### src/rtl/accel_bus_window_decoder.sv
// Memory-mapped window decoder: grants CPU accesses to NUM_REGS word registers,
// drives registered select/strobes, waits for per-register ready and returns a one-cycle response.
module accel_bus_window_decoder #(
  parameter int                        ADDR_BUS_WIDTH = 32,
  parameter int                        DATA_WIDTH     = 32,
  parameter logic [ADDR_BUS_WIDTH-1:0] BASE_ADDRESS   = 32'h1A100000,
  parameter int                        NUM_REGS       = 4,
  parameter logic [NUM_REGS-1:0]       READ_MASK      = '1,
  parameter logic [NUM_REGS-1:0]       WRITE_MASK     = '1,
  parameter int                        TIMEOUT_CYCLES = 16
) (
  input  logic                           clk,
  input  logic                           rst_n,
  input  logic [ADDR_BUS_WIDTH-1:0]      cpu_addr,
  input  logic                           cpu_read_en,
  input  logic                           cpu_write_en,
  input  logic [DATA_WIDTH-1:0]          cpu_wdata,
  output logic                           cpu_gnt,
  output logic                           cpu_rvalid,
  output logic [DATA_WIDTH-1:0]          cpu_rdata,
  output logic                           cpu_err,
  output logic [NUM_REGS-1:0]            reg_sel,
  output logic                           reg_we,
  output logic                           reg_re,
  output logic [DATA_WIDTH-1:0]          reg_wdata,
  input  logic [NUM_REGS*DATA_WIDTH-1:0] reg_rdata,
  input  logic [NUM_REGS-1:0]            reg_ready
);

  localparam int IDX_W = $clog2(NUM_REGS);
  localparam int CNT_W = (TIMEOUT_CYCLES < 1) ? 1 : $clog2(TIMEOUT_CYCLES + 1);
  localparam logic [CNT_W:0] TIMEOUT_LIMIT = (CNT_W + 1)'(TIMEOUT_CYCLES);

  typedef enum logic [1:0] {IDLE, ACCESS, RESP} state_t;

  state_t              state;
  logic [IDX_W-1:0]    idx_reg;
  logic [CNT_W-1:0]    cnt_reg;

  logic                req;
  logic                hit;
  logic                legal;
  logic [IDX_W-1:0]    idx;
  logic [NUM_REGS-1:0] idx_onehot;
  logic                sel_ready;
  logic                timeout_hit;
  logic [DATA_WIDTH-1:0] sel_rdata;

  assign req = cpu_read_en | cpu_write_en;
  assign hit = (cpu_addr[ADDR_BUS_WIDTH-1:IDX_W+2] == BASE_ADDRESS[ADDR_BUS_WIDTH-1:IDX_W+2]);
  assign idx = cpu_addr[IDX_W+1:2];

  // Exactly one direction, and that direction must be permitted for the addressed register.
  assign legal = (cpu_read_en ^ cpu_write_en) &&
                 (cpu_read_en ? READ_MASK[idx] : WRITE_MASK[idx]);

  assign cpu_gnt = (state == IDLE) && req && hit;

  for (genvar gi = 0; gi < NUM_REGS; gi++) begin : g_decode
    assign idx_onehot[gi] = (idx == IDX_W'(gi));
  end

  assign sel_ready = reg_ready[idx_reg];
  assign sel_rdata = reg_rdata[idx_reg*DATA_WIDTH +: DATA_WIDTH];

  // A zero limit disables the timeout entirely.
  assign timeout_hit = (TIMEOUT_CYCLES != 0) && (({1'b0, cnt_reg} + 1'b1) == TIMEOUT_LIMIT);

  always_ff @(posedge clk or negedge rst_n) begin
    if (!rst_n) begin
      state      <= IDLE;
      idx_reg    <= '0;
      cnt_reg    <= '0;
      cpu_rvalid <= 1'b0;
      cpu_rdata  <= '0;
      cpu_err    <= 1'b0;
      reg_sel    <= '0;
      reg_we     <= 1'b0;
      reg_re     <= 1'b0;
      reg_wdata  <= '0;
    end else begin
      case (state)
        IDLE: begin
          cpu_rvalid <= 1'b0;
          cpu_rdata  <= '0;
          cpu_err    <= 1'b0;
          if (cpu_gnt) begin
            idx_reg <= idx;
            cnt_reg <= '0;
            if (legal) begin
              state     <= ACCESS;
              reg_sel   <= idx_onehot;
              reg_we    <= cpu_write_en;
              reg_re    <= cpu_read_en;
              reg_wdata <= cpu_wdata;
            end else begin
              // Illegal access answers immediately and never touches the register file.
              state      <= RESP;
              cpu_rvalid <= 1'b1;
              cpu_err    <= 1'b1;
            end
          end
        end
        ACCESS: begin
          if (sel_ready) begin
            state      <= RESP;
            cpu_rvalid <= 1'b1;
            cpu_err    <= 1'b0;
            cpu_rdata  <= reg_re ? sel_rdata : '0;
            reg_sel    <= '0;
            reg_we     <= 1'b0;
            reg_re     <= 1'b0;
          end else if (timeout_hit) begin
            state      <= RESP;
            cpu_rvalid <= 1'b1;
            cpu_err    <= 1'b1;
            cpu_rdata  <= '0;
            reg_sel    <= '0;
            reg_we     <= 1'b0;
            reg_re     <= 1'b0;
          end else begin
            cnt_reg <= cnt_reg + 1'b1;
          end
        end
        RESP: begin
          state      <= IDLE;
          cpu_rvalid <= 1'b0;
          cpu_rdata  <= '0;
          cpu_err    <= 1'b0;
        end
        default: begin
          state <= IDLE;
        end
      endcase
    end
  end

endmodule

### config.mk
export PLATFORM = sky130hd
export DESIGN_NAME = accel_bus_window_decoder
export DESIGN_NICKNAME = d
export VERILOG_FILES = /design/src/rtl/accel_bus_window_decoder.sv
export SDC_FILE = /design/constraint.sdc
export NUM_CORES = 1
export LEC_CHECK = 0
export ABC_CLOCK_PERIOD_IN_PS = 4100
export CAP_MARGIN = 25
export CORE_AREA = 5 5 122 124
export DETAILED_ROUTE_END_ITERATION = 12
export DIE_AREA = 0 0 127 129
export GPL_ROUTABILITY_DRIVEN = 0
export PLACE_DENSITY = 0.74
export RECOVER_POWER = 100
export SYNTH_ARGS = -nofsm -noshare
export SYNTH_HDL_FRONTEND = slang
export SYNTH_SLANG_ARGS = --single-unit
export TNS_END_PERCENT = 5
### constraint.sdc
create_clock -name clk -period 4.1 [get_ports clk]
set_clock_uncertainty 0.2 [all_clocks]
set_input_delay 0.41 -clock clk [delete_from_list [all_inputs] [get_ports clk]]
set_output_delay 0.41 -clock clk [all_outputs]
set_load 0.02 [all_outputs]
==> metrics.txt <==
run status finished with violations; failing checks max-capacitance violations, max-slew violations; Syn-to-layout area delta 65.4%; family with the most delay on the worst path buffers and inverters; worst r2r dst cpu_rdata[28]; compound-cell area share of the yosys netlist 0.0438; H-tree Lvls 3; post-DR vias/cell roughly 5; # rows 43; # diodes 0; Root Buffer clkbuf_16; final period utilization 0.817; WS Path Type in -> out; nets@finish about 800; Hold Path Class reg -> reg; Cell Chain, Critical Path clkdlybuf4s50_1 > inv_1 > ha_1 > nor4_1 > and4_1 > nand2_1 > inv_1 > dlygate4sd3_1; via count about 3800; fin util 0.564; max-cap viol count 1; number of global-route vias before repair approximately 4300; final hold violation count 0; die span in x 127 um; DRT Pass-1 Iters 4; Sink Count slightly above 80; Buffers on Ports 270; synth unique cells 44; Synth area leaders dfrtp_1 44%, mux4_2 16%, mux2_4 9.3%, mux2_2 9.2%, nor2b_1 3.8%; RSZ-0062 raised after global routing no; Worst EP required between 3 and 4 ns; Worst Hold End cpu_rdata[12]; Cell Area, Synth about 4700 um2; 1st-iter DRT viols 64; largest stage delay on the critical path 0.71 ns; Max VDD drop 0.000201 V; crit path max fanout 6; layout cell share with drive strength beyond 1 0.164; Synth Area in XOR/XNOR 0; commonest register cell after synthesis dfrtp_1; die height 129 um; Lkg Pwr approximately 3.4 nW; share of the synthesized area in the top cell type 0.435; Yosys warnings 0; CTS tree done; largest net degree at the start of global routing 82; Syn Nets about 540; Cell Pwr Density roughly 280 nW/um2; Crit. End Element output port; ys async rst share 1.00; Post-synth EDFFs 0; latest clock arrival within the worst-skew pair 0.33 ns; Synth Area in Adders 0.0161; Starting Density 0.341; Max Freq between 0.2 and 0.3 GHz; worst reg2reg setup slack about 0.77 ns; CP Buf/Inv Count 4; Mean Syn Cell Area about 14 um2; post-DP HPWL ~11000 um; Tot GR Track Use 0.170; Reg-to-Reg Start state[1]; final setup TNS 0 ns; Syn Inst Count 331; Crit path top cell by count inv_1; antenna violations before repair 0; core area between 10000 and 15000 um2; Synth Register Bits 81; Routed WL ~14000 um; gr ovfl total 0; Synth Area in Simple Gates 0.106; Clock Pin Slew Worst Setup and Hold Paths roughly 0.060 ns; register area share after synthesis 0.435; I/O Pins ~270; mux share of post-synthesis cell area 0.360; CP Data Arrival Time between 2 and 3 ns; Final Setup Violations 0; Reg2Reg Depth 7; WHS Path Cells 1; Tightest Pin Transition 1.77 ns; drt drc 0; slowest CP cell dlygate4sd3_1; Final Max Tran Viols 73; worst hold start cpu_rdata[12]; post-CTS setup buffer count 0; first-pass GRT wire length between 20000 and 25000 um; DIE AREA roughly 16000 um2; commonest non-fill, non-tap cell in the layout clkdlybuf4s50_1; largest family of logic cells by synthesized area multiplexers; TritonCTS Buffers 9; Gates resized, CTS repair 0; clock buffer depth 2; largest area contributor in the netlist dfrtp_1; Tmin final roughly 3.3 ns; Worst slew margin -0.179; CP Launch Type input port; most frequent cells in the layout 196 x clkdlybuf4s50_1, 80 x dfrtp_1, 74 x dlygate4sd3_1; DR WL/cell ~18 um; Antenna Nets Post-Route 0
-- cell families after synthesis --
logic type	Yosys count
muxes	107
and+or+nand+nor	82
AOI/OAI and AO/OA	26
DFF	81
buffers and inverters	29
adders and majority gates	6
-- synth_stat cells (2+ instances only) --
master     instances
a21oi_1            2
a2bb2oi_1          3
and2b_1            6
and3_1             2
and4_1             2
buf_12             3
buf_2              8
buf_6              2
clkbuf_1           7
dfrtp_1           81
ha_1               6
inv_1              8
mux2_2            38
mux2_4            29
mux2i_1            7
mux4_2            33
nand2_1           10
nand2b_1           3
nand3_1            6
nand4_1            3
nor2_1             8
nor2b_1           28
nor3_1             2
nor4_1             3
nor4b_1            3
o21ai_0            4
o2bb2ai_1          6
o31ai_1            2
-- area by class of cell --
type | count | area (um2)
clock inverter | 7 | 100
sequential | 81 | 2030
fill | 1201 | 5960
timing repair buffer | 277 | 2760
clock buffer | 9 | 225
multi-input combinational | 221 | 2330
inverter | 8 | 30.0
tap | 180 | 225
-- worst max-delay path by stage --
stage | from | to | slack, ns | cells past startpoint
2_1_floorplan | state[0] | reg_wdata[6] | 1.79 | 7
3_3_place_gp | cpu_read_en | cpu_gnt | 0.82 | 8
3_5_place_dp | cpu_read_en | cpu_gnt | 0.82 | 8
4_1_cts | cpu_read_en | cpu_gnt | 0.81 | 8
5_1_grt | state[1] | cpu_rdata[4] | 0.53 | 7
6_report | cpu_read_en | cpu_gnt | 0.75 | 8
-- layer usage --
metal | track usage | vias up | routed length, um
li1 | - | 1774 | -
met1 | 0.192 | 1857 | 5160
met2 | 0.309 | 182 | 7450
met3 | 0.0652 | 11 | 1340
met4 | 0.0341 | 0 | 119
met5 | 0 | - | 0
-- stage by stage --
step	hold slack (ns)	cells	setup WS [ns]	instance area [um2]	total power, W
floorplan	-0.0856	331	1.79	4660	0.00113
global placement	0.288	765	0.823	7490	0.00132
detailed placement	0.295	765	0.822	7490	0.00133
CTS	0.0893	781	0.810	7810	0.00221
global route	0.314	783	0.534	7700	0.00224
finish	0.283	783	0.751	7700	0.00214
-- power breakdown --
part | leakage, nW | total [W] | internal (W) | switching (W)
Sequential | 1.11 | 0.000812 | 0.000806 | 0.00000594
Clock | 0.149 | 0.000865 | 0.000537 | 0.000328
Combinational | 2.16 | 0.000466 | 0.000284 | 0.000182
-- what timing repair did --
action | 4_1_cts | 5_1_grt
hold buffers | 0 | 1
hold endpoints to repair | 0 | 9
endpoints found under the setup margin | 0 | 0
(Power assumes the default switching activity.)
==> RTL change, RTL diff (config.mk and constraints unchanged) <==
Encoding of `state_t`: now one-hot (3 bits for 3 states).
--- a/src/rtl/accel_bus_window_decoder.sv
+++ b/src/rtl/accel_bus_window_decoder.sv
@@ -31,7 +31,7 @@
   localparam int CNT_W = (TIMEOUT_CYCLES < 1) ? 1 : $clog2(TIMEOUT_CYCLES + 1);
   localparam logic [CNT_W:0] TIMEOUT_LIMIT = (CNT_W + 1)'(TIMEOUT_CYCLES);
 
-  typedef enum logic [1:0] {IDLE, ACCESS, RESP} state_t;
+  typedef enum logic [2:0] {IDLE = 3'b001, ACCESS = 3'b010, RESP = 3'b100} state_t;
 
   state_t              state;
   logic [IDX_W-1:0]    idx_reg;
Formal check against the unedited RTL: same outputs for any inputs over 10 cycles, from zero or initial values and one cycle with rst_n low; not proved beyond that.
==> RTL change against the unedited design <==
  * Maximum frequency shrank 4.4%
  * Count of clock-buffer cells in the layout grew 1
  * Worst setup slack lost 0.16 ns
  * Cell area shrank 2.3%
  * Sequential cell count grew 1
  * Via count shrank 3.9%
  * The run still ends with capacitance limit, slew limit left
  * Wire length shrank 3.8%
  * Synthesized area shrank 3.2%
  * Global-route usage shrank 0.66 points
  * Total power shrank 12%
  * First-iteration DRC count grew 100%
  * Hold slack gained 0.0031 ns
==> RTL change: results (changes against the unedited design) <==
- HPWL reported at the end of detailed placement: 10900 um (-4.8%)
- Setup slack of the critical path after layout: 0.5955 ns (-0.1553 ns)
- Initial DRC count: 128 (+100%)
- Result of the run: finished, violations left
- Net count after synthesis: 510 (-5.0%)
- Worst slack, placed: 0.7528 ns (-0.06924 ns)
- Critical path fanouts, max: 24 (+18)
- Non-Clock Inverter Count: 7 (-1)
- Number of unique standard cell types used by synthesis: 42 (-4.5%)
- Via count normalized by instance count: 4.834 (-1.0%)
- Tightest hold margin: 0.2865 ns (+0.003055 ns)
- Share of layout cells above drive strength 1: 17.07% (+0.65 points)
- Vias in the first global route: 3988 (-7.0%)
- Slew @ Worst Pin: 1.502 ns (-0.2660 ns)
- Part of the total power dissipated in combinational logic: 12.9% (-8.8 points)
- Dominant delay contributor by cell family on the critical path: compound AO/OA/AOI/OAI gates
- Wire length the detailed router placed on met1: 5095 um (-1.3%)
- Dominant cells by area after synthesis: dfrtp_1 45%, mux4_2 16%, mux2_4 9.3%, mux2_2 9.0%, nor2b_1 4.4%
- Wire length of the first global-routing pass: 21090 um (-4.5%)
- Met2 usage: 30.29% (-0.59 points)
- Failing checks: capacitance limit, slew limit
- GRT Total Usage: 16.36% (-0.66 points)
- Maximum number of pins on one net before global-route repair: 83 (+1.2%)
- Sequential element share of the synthesized area: 45.53% (+2.0 points)
- Max-slew violation count: 27 (-63%)
- Count of clock buffers in the final design: 10 (+1)
- Max-capacitance violation count: 1 (unchanged)
- Buffers, non-clock: 278 (+0.36%)
- Area taken by multi-input logic gates: 0.002158 mm2 (-7.6%)
- Met3 track demand over resource in global routing: 3.362% (-3.2 points)
- Area occupied by registers: 0.002054 mm2 (+1.3%)
==> RTL change: kinds of logic (layout without fill, tap and decap cells) <==
kind of cell	count (synthesis)	after routing	synth area share (%)
muxes	101	101	35.74
adders and majority gates	3	3	0.8325
buffers and inverters	28	301	3.885
xor gates and xnor gates	3	3	0.5828
DFF	82	82	45.53
and+or+nand+nor	66	66	8.963
AOI/OAI and AO/OA	24	24	4.468
==> RTL change: stage by stage <==
stage	instance area [um2]	util (%)	std cells
3_5_place_dp	7332	53.65	742
3_3_place_gp	7332	53.65	742
4_1_cts	7645	55.94	758
6_report	7527	55.08	760
5_1_grt	7527	55.08	760
2_1_floorplan	4509	-	307
==> RTL change: worst paths after layout <==
kind,startpoint,endpoint
setup / recovery,reg_ready[3],cpu_rdata[11]
hold / removal,cpu_rdata[22],cpu_rdata[22]
setup reg to reg,cnt_reg[0],cpu_rdata[11]
hold reg to reg,cpu_rdata[22],cpu_rdata[22]
max in group asynchronous,rst_n,cpu_rdata[23]
min in group asynchronous,rst_n,cpu_rvalid
